<file path="src/rtl/opb_single_master.sv">
// Single-beat OPB bus initiator: takes one read/write command from fabric
// logic, arbitrates for the OPB, runs one transfer and reports completion.
module opb_single_master #(
  parameter int unsigned C_OPB_AWIDTH = 32,
  parameter int unsigned C_OPB_DWIDTH = 32,
  parameter int unsigned C_TIMEOUT    = 16,
  parameter int unsigned C_MAX_RETRY  = 8
) (
  input  logic                    OPB_Clk,
  input  logic                    OPB_Rst,
  input  logic                    cmd_valid,
  output logic                    cmd_ready,
  input  logic                    cmd_rnw,
  input  logic [C_OPB_AWIDTH-1:0] cmd_addr,
  input  logic [3:0]              cmd_be,
  input  logic [C_OPB_DWIDTH-1:0] cmd_data,
  output logic                    rsp_valid,
  output logic [1:0]              rsp_status,
  output logic [C_OPB_DWIDTH-1:0] rsp_data,
  output logic                    M_request,
  input  logic                    OPB_MGrant,
  output logic                    M_select,
  output logic                    M_RNW,
  output logic [0:C_OPB_AWIDTH-1] M_ABus,
  output logic [0:3]              M_BE,
  output logic [0:C_OPB_DWIDTH-1] M_DBus,
  output logic                    M_seqAddr,
  input  logic [0:C_OPB_DWIDTH-1] OPB_DBus,
  input  logic                    OPB_xferAck,
  input  logic                    OPB_errAck,
  input  logic                    OPB_retry,
  input  logic                    OPB_toutSup
);

  typedef enum logic [1:0] {S_IDLE, S_REQ, S_XFER, S_RSP} state_e;

  typedef enum logic [1:0] {
    RSP_OK         = 2'd0,
    RSP_ERR        = 2'd1,
    RSP_TIMEOUT    = 2'd2,
    RSP_RETRY_FAIL = 2'd3
  } rsp_code_e;

  localparam logic [7:0] TIMER_LAST  = 8'(C_TIMEOUT - 1);
  localparam logic [8:0] RETRY_LIMIT = 9'(C_MAX_RETRY);

  state_e                  state;
  logic                    rnw_q;
  logic [C_OPB_AWIDTH-1:0] addr_q;
  logic [3:0]              be_q;
  logic [C_OPB_DWIDTH-1:0] data_q;
  logic [7:0]              retry_cnt;
  logic [7:0]              timer;

  // No burst support: sequential-address hint is never raised.
  assign M_seqAddr = 1'b0;

  // Command/arbitration/transfer/response sequencer with registered outputs.
  always_ff @(posedge OPB_Clk) begin
    if (OPB_Rst) begin
      state      <= S_IDLE;
      cmd_ready  <= 1'b0;
      rsp_valid  <= 1'b0;
      rsp_status <= '0;
      rsp_data   <= '0;
      M_request  <= 1'b0;
      M_select   <= 1'b0;
      M_RNW      <= 1'b0;
      M_ABus     <= '0;
      M_BE       <= '0;
      M_DBus     <= '0;
      rnw_q      <= 1'b0;
      addr_q     <= '0;
      be_q       <= '0;
      data_q     <= '0;
      retry_cnt  <= '0;
      timer      <= '0;
    end else begin
      rsp_valid  <= 1'b0;
      rsp_status <= '0;
      rsp_data   <= '0;
      case (state)
        S_IDLE: begin
          cmd_ready <= 1'b1;
          if (cmd_valid && cmd_ready) begin
            rnw_q     <= cmd_rnw;
            addr_q    <= cmd_addr;
            be_q      <= cmd_be;
            data_q    <= cmd_data;
            retry_cnt <= '0;
            cmd_ready <= 1'b0;
            M_request <= 1'b1;
            state     <= S_REQ;
          end
        end
        S_REQ: begin
          if (OPB_MGrant) begin
            M_request <= 1'b0;
            M_select  <= 1'b1;
            M_RNW     <= rnw_q;
            // cmd_be[3] is byte 0, which is M_BE[0] in OPB numbering
            M_ABus    <= addr_q;
            M_BE      <= be_q;
            M_DBus    <= rnw_q ? '0 : data_q;
            timer     <= '0;
            state     <= S_XFER;
          end
        end
        S_XFER: begin
          if (OPB_errAck || OPB_xferAck) begin
            M_select   <= 1'b0;
            M_RNW      <= 1'b0;
            M_ABus     <= '0;
            M_BE       <= '0;
            M_DBus     <= '0;
            rsp_valid  <= 1'b1;
            rsp_status <= OPB_errAck ? RSP_ERR : RSP_OK;
            // OPB bit 0 is the MSB, so it lands on rsp_data[31]
            rsp_data   <= rnw_q ? OPB_DBus : '0;
            state      <= S_RSP;
          end else if (OPB_retry) begin
            M_select <= 1'b0;
            M_RNW    <= 1'b0;
            M_ABus   <= '0;
            M_BE     <= '0;
            M_DBus   <= '0;
            if ({1'b0, retry_cnt} + 9'd1 >= RETRY_LIMIT) begin
              rsp_valid  <= 1'b1;
              rsp_status <= RSP_RETRY_FAIL;
              state      <= S_RSP;
            end else begin
              retry_cnt <= retry_cnt + 8'd1;
              M_request <= 1'b1;
              state     <= S_REQ;
            end
          end else if (!OPB_toutSup) begin
            if (timer == TIMER_LAST) begin
              M_select   <= 1'b0;
              M_RNW      <= 1'b0;
              M_ABus     <= '0;
              M_BE       <= '0;
              M_DBus     <= '0;
              rsp_valid  <= 1'b1;
              rsp_status <= RSP_TIMEOUT;
              state      <= S_RSP;
            end else begin
              timer <= timer + 8'd1;
            end
          end
        end
        S_RSP: begin
          cmd_ready <= 1'b1;
          state     <= S_IDLE;
        end
        default: state <= S_IDLE;
      endcase
    end
  end

endmodule

</file>
<file path="config.mk">
export PLATFORM = sky130hd
export DESIGN_NAME = opb_single_master
export DESIGN_NICKNAME = d
export VERILOG_FILES = /design/src/rtl/opb_single_master.sv
export SDC_FILE = /design/constraint.sdc
export NUM_CORES = 1
export LEC_CHECK = 0
export ABC_AREA = 1
export ABC_CLOCK_PERIOD_IN_PS = 1600
export CAP_MARGIN = 20
export CORE_MARGIN = 2
export CORE_UTILIZATION = 42
export DETAILED_ROUTE_END_ITERATION = 16
export GPL_TIMING_DRIVEN = 0
export PLACE_DENSITY_LB_ADDON = 0.12
export SLEW_MARGIN = 20
export SYNTH_ARGS = -nofsm -noshare
export SYNTH_HDL_FRONTEND = slang
export SYNTH_SLANG_ARGS = --single-unit
</file>
<file path="constraint.sdc">
create_clock -name OPB_Clk -period 1.6 [get_ports OPB_Clk]
set_input_delay 0.4 -clock OPB_Clk [delete_from_list [all_inputs] [get_ports OPB_Clk]]
set_output_delay 0.4 -clock OPB_Clk [all_outputs]
set_load 0.005 [all_outputs]
</file>
# == After elaboration in Yosys (flattened, before gate mapping) ==
# Index checks and enable logic that the tools add are counted.
# word_totals
output_inout_bits,108
regBits,194
input_bits,109
word_cells,114
# op_classes
n_reduce_logical,15
n_addsub,3
n_bitwise,3
muxes,61
magnitude_cmp,1
eq_ne,14
# ops
cell,n
32-bit two-way mux,7
32-bit case mux with 2 select lines,2
8-bit two-way mux,9
8-bit case mux with 2 select lines,2
2-bit two-way mux,12
4-bit two-way mux,5
1-bit two-way mux,18
8-bit by 1-bit adder with 8-bit output (second input constant),2
2-bit != test (second input constant),8
6-bit AND reduction,2
8-bit by 1-bit adder with 9-bit output (second input constant),1
9-bit by 4-bit >= comparator with 1-bit output (second input constant),1
8-bit by 4-bit == test with 1-bit output (second input constant),1
4-bit != test (second input constant),2
2-bit case mux with 4 select lines,1
4-bit case mux with 2 select lines,1
4-bit AND reduction,2
1-bit case mux with 2 select lines,3
2-bit nonzero test,3
5-bit AND reduction,1
2-bit == test (second input constant),2
4-bit OR reduction,1
1-bit NOT,3
1-bit case mux with 3 select lines,1
7 further kinds,7

# == Logic depth before layout (Yosys ltp) ==
# depth
depth_word,6
depth_mapped,12
mapped_depth_nobuf,12

# == Worst setup path after synthesis ==
# No wires, ideal clock.
# synth_path
path_kind,register -> register
start,register state[0]
end,register timer[3]
path_buffers,1
setup_ps,70
synth_period_minus_slack_ps,1696
arrival_time_ps,1626
path_stages_with_launch,13
setup_slack_ps,-96
path_cell_list,dfxtp_1 -> inv_1 -> ha_1 -> buf_4 -> inv_2 -> nor2_1 -> nand3_1 -> nand2_1 -> nand2_1 -> inv_2 -> nor2_1 -> nor2_1 -> a21oi_1
# synth_via
elab_chain_cells,3
# synth_lines
element,line,text
"start, declared",47,state_e state;
"start signal, assigned",61,state <= S_IDLE;
"start signal, assigned",93,state <= S_REQ;
"start signal, assigned",106,state <= S_XFER;
2-bit == test / 2-bit by 1-bit == test with 1-bit output (equally long branches),82,case (state)
2-bit != test (no line) / 2-bit nonzero test (equally long branches),--,
6-bit AND reduction (no line),--,
"end signal, assigned",147,timer <= timer + 8'd1;
"end, declared",53,logic [7:0] timer;
# Parallel ways exist; a longest one is shown, timed or not.
# A chain may end at the register's enable or synchronous reset.

# == Worst setup path after layout ==
# layout_path
start,register state[0]
end,register M_DBus[2] in the netlist's numbering
# layout_via
elab_chain_cells,3
# layout_lines
element,line,text
2-bit == test / 2-bit by 1-bit == test with 1-bit output (equally long branches),82,
"4-bit != test (no line), or another cell as far along",--,
4-bit AND reduction (no line),--,
"end signal, assigned",104,M_DBus <= rnw_q ? '0 : data_q;
"end, declared",26,"output logic [0:C_OPB_DWIDTH-1] M_DBus,"
# Parallel ways exist; a longest one is shown, timed or not.

==> impl_metrics.ini <==
[synth]
synth_area_mm2 = 0.007147
synthFlopType = dfxtp_1
synth_top_area_cell = dfxtp_1
postSynthCellCount = 925
synth_top_area_share_pct = 54.34
synth_seq_cells = 194
ys_types = 28
yosysWarningCount = 0
yosysSeqAreaShare_pct = 54.34
synth_area_leaders = dfxtp_1 54%, nand2_1 12%, a21oi_1 11%
yosys-top-cells-count = 232 x nand2_1, 194 x dfxtp_1, 156 x a21oi_1, 117 x nand3_1, 68 x nor2_1
synth-edff-count = 0
async_flop_share_pct = 0
syn_area_per_cell_um2 = 7.726
yosysMostFrequentCell = nand2_1
synth.net_count = 1041

[sta]
clock_skew_ps = 8.717
slew_headroom_pct = 48.85
finalSetupViolCount = 82
tightest_slew_ps = 767.3
fmax_ghz = 0.5534
rsz0062_at_grt = true
tns_ps = -10310
drv_slew = 0
fin_ws_ps = -207.1
final_hold_viol_count = 0
fin_crit_sh_pct = 112.9
fin_crit_ps = 1807

[min_path]
min_to = M_BE[3]$_SDFFE_PP0P_
min_path_cells = 2
hold_class = reg2reg
hp-start = be_q[0]$_SDFFE_PP0P_

[drt]
vias = 7206
drc = 0
wirelength_um = 22350
dr.pass1.iters = 5
wl_per_cell_um = 15.60
viasPerCell = 5.029
drtIter0Drc = 418
antenna_left = 0

[setup_path]
reg2reg_depth = 10
r2r_end = M_DBus[2]$_SDFFE_PP0P_
critical_path_required_ps = 1940
crit_arrival_ps = 2140
cpMaxStageDelayCell = dfxtp_4
crit_fanout = 10
cpLargestDelayFamily = simple AND/OR/NAND/NOR gates
crit_chain = inv_6 > ha_4 > inv_1 > nor2_2 > nand2_4 > nor2_4 > buf_12 > buf_8 > nand3_1 > a21oi_1
startpoint_type = register
rr_startpoint = state[0]$_SDFFE_PP0P_
end_kind = register
path_buf_inv = 4
crit_type = reg2reg
r2r_setup_slack_ps = -210
max_stage_delay_ps = 400

[pwr]
finalPower_mw = 16.79
switching_share_pct = 34.11
switchingPower_mw = 5.727
vdd_ir_drop_max_uv = 837.5
seqPwrFrac_pct = 33.6
p_comb_share_pct = 38.7
power.density_mw_per_mm2 = 1486
internal-power_mw = 11.06
p_leak_nw = 4.809
clkPwrFrac_pct = 27.8

[status]
status = finished with violations
violations = negative setup slack

[global_route]
grt_max_degree = 17
antenna_found_initial = 1
grt_usage_pct = 22.88
gr-total-overflow = 0
grt_pass1_wl_um = 32550
grt_pass1_vias = 6347

[final_layout]
area.growth.synth_to_final_pct = 58.11
post-route-util_pct = 68.14
final-seq-area_mm2 = 0.003934
fillers = 1395
drive_gt1_share_pct = 21.04
nNetsFinal = 1315
fin_cells = 1433
finalInstanceArea_mm2 = 0.01130
multi_input_area_mm2 = 0.003304

[flow_run]
maxCapViolations = 0

[floorplanning]
initial_utilization_pct = 43.10
rows = 47
dieArea_mm2 = 0.01808
die_w_um = 134.4
core_region_area_mm2 = 0.01658
ios = 217
die_h_um = 134.4

[placement]
numPortBuffers = 214
place_congestion = 0.8002
post-dp-hpwl_um = 14150
placed_area_mm2 = 0.009638
place_inst = 1359

[clock_tree]
cts_made_buffers = 17
tritoncts = yes
numClockSinks = 194
clock_latency_ps = 420
cts_root_buffer = clkbuf_16
clk_path_buf_depth = 2
h-tree-depth = 4
clkTransAtPathRegs_ps = 70
-- cells by family after synthesis --
logic type      Yosys count  share of synthesized area (%)
fa+ha+maj                 7                          1.225
xor+xnor                  3                         0.3677
other cells               1                        0.05247
simple gates            432                          25.42
buf+inv                 123                          6.985
flops                   194                          54.34
compound gates          165                          11.61
-- power groups by stage --
stage          Sequential (mW)  Combinational, mW  Clock (mW)
5_1_grt                   5.68               6.95        4.95
3_5_place_dp              5.65               4.28           0
6_report                  5.63               6.49        4.67
3_3_place_gp              5.64               4.25           0
4_1_cts                   5.57               5.34        4.72
2_1_floorplan             5.61               2.70           0
-- tightest hold or removal path, stage by stage (launching register included) --
cell	delay [ps]
dfxtp_1	310
nand2_1	60
a21oi_1	50
-- how the worst max path moves through the flow --
stage / start / end / slack (ps) / cells past startpoint
2_1_floorplan: timer[1]$_SDFFE_PP0P_ / M_DBus[1]$_SDFFE_PP0P_ / -4 / 10
3_3_place_gp: cmd_valid / addr_q[8]$_SDFFE_PP0P_ / -790 / 7
3_5_place_dp: cmd_valid / addr_q[4]$_SDFFE_PP0P_ / -800 / 7
4_1_cts: timer[0]$_SDFFE_PP0P_ / M_DBus[2]$_SDFFE_PP0P_ / -130 / 11
5_1_grt: timer[0]$_SDFFE_PP0P_ / M_DBus[18]$_SDFFE_PP0P_ / -290 / 11
6_report: state[0]$_SDFFE_PP0P_ / M_DBus[2]$_SDFFE_PP0P_ / -210 / 10
-- stage by stage --
| step | setup slack [ps] | hold WS (ps) |
|---|---|---|
| final | -207.1 | 449.3 |
| after global routing | -289.8 | 466.5 |
| after CTS | -132.6 | 451.4 |
| after detailed placement | -802.1 | 448.6 |
| after global placement | -793.3 | 443.7 |
| after floorplan | -4.426 | 437.6 |
-- cells in the final DEF, fill, tap and decap left out, drive strengths merged --
cell / instances
nand2: 236
dfxtp: 194
a21oi: 156
nand3: 118
clkdlybuf4s50: 107
dlygate4sd2: 106
nor2: 70
buf: 68
inv: 61
clkbuf: 54
o21ai: 8
ha: 7
clkinv: 6
bufinv: 5
nor3: 4
nand3b: 2
nand4: 2
xor2: 2
diode: 1
a31o: 1
or2: 1
xnor2: 1
conb: 1
clkinvlp: 1
dlymetal6s2s: 1
-- layout make-up --
type                    instances  area share, %
multi-input cells             609          29.24
clock buffers                  20          3.953
repair buffers                257          21.85
clock inverters                12          1.794
diodes                          1        0.02215
inverters                      61          2.270
well taps                     220          2.436
flip-flops and latches        194          34.81
plain buffers                  59          3.621
-- flip-flops by register name, indices dropped and copies added (netlist names), 2 cells and up --
register	cells
M_ABus	32
M_DBus	32
addr_q	32
data_q	32
rsp_data	32
retry_cnt	8
timer	8
M_BE	4
be_q	4
rsp_status	2
state	2
-- repair_timing --
action,CTS,global route
hold buffers,0,0
setup endpoints to repair,296,187
pin swaps,14,23
hold endpoints to repair,0,0
gates cloned,4,2
setup buffers,17,21
gates resized for setup,209,158
-- metal layers --
| layer | wire length (um) | GRT usage [%] |
|---|---|---|
| met1 | 9485 | 29.78 |
| met2 | 10790 | 36.85 |
| met3 | 1554 | 6.274 |
| met4 | 528 | 7.661 |
| met5 | 0 | 0 |
(Power assumes the default switching activity.)
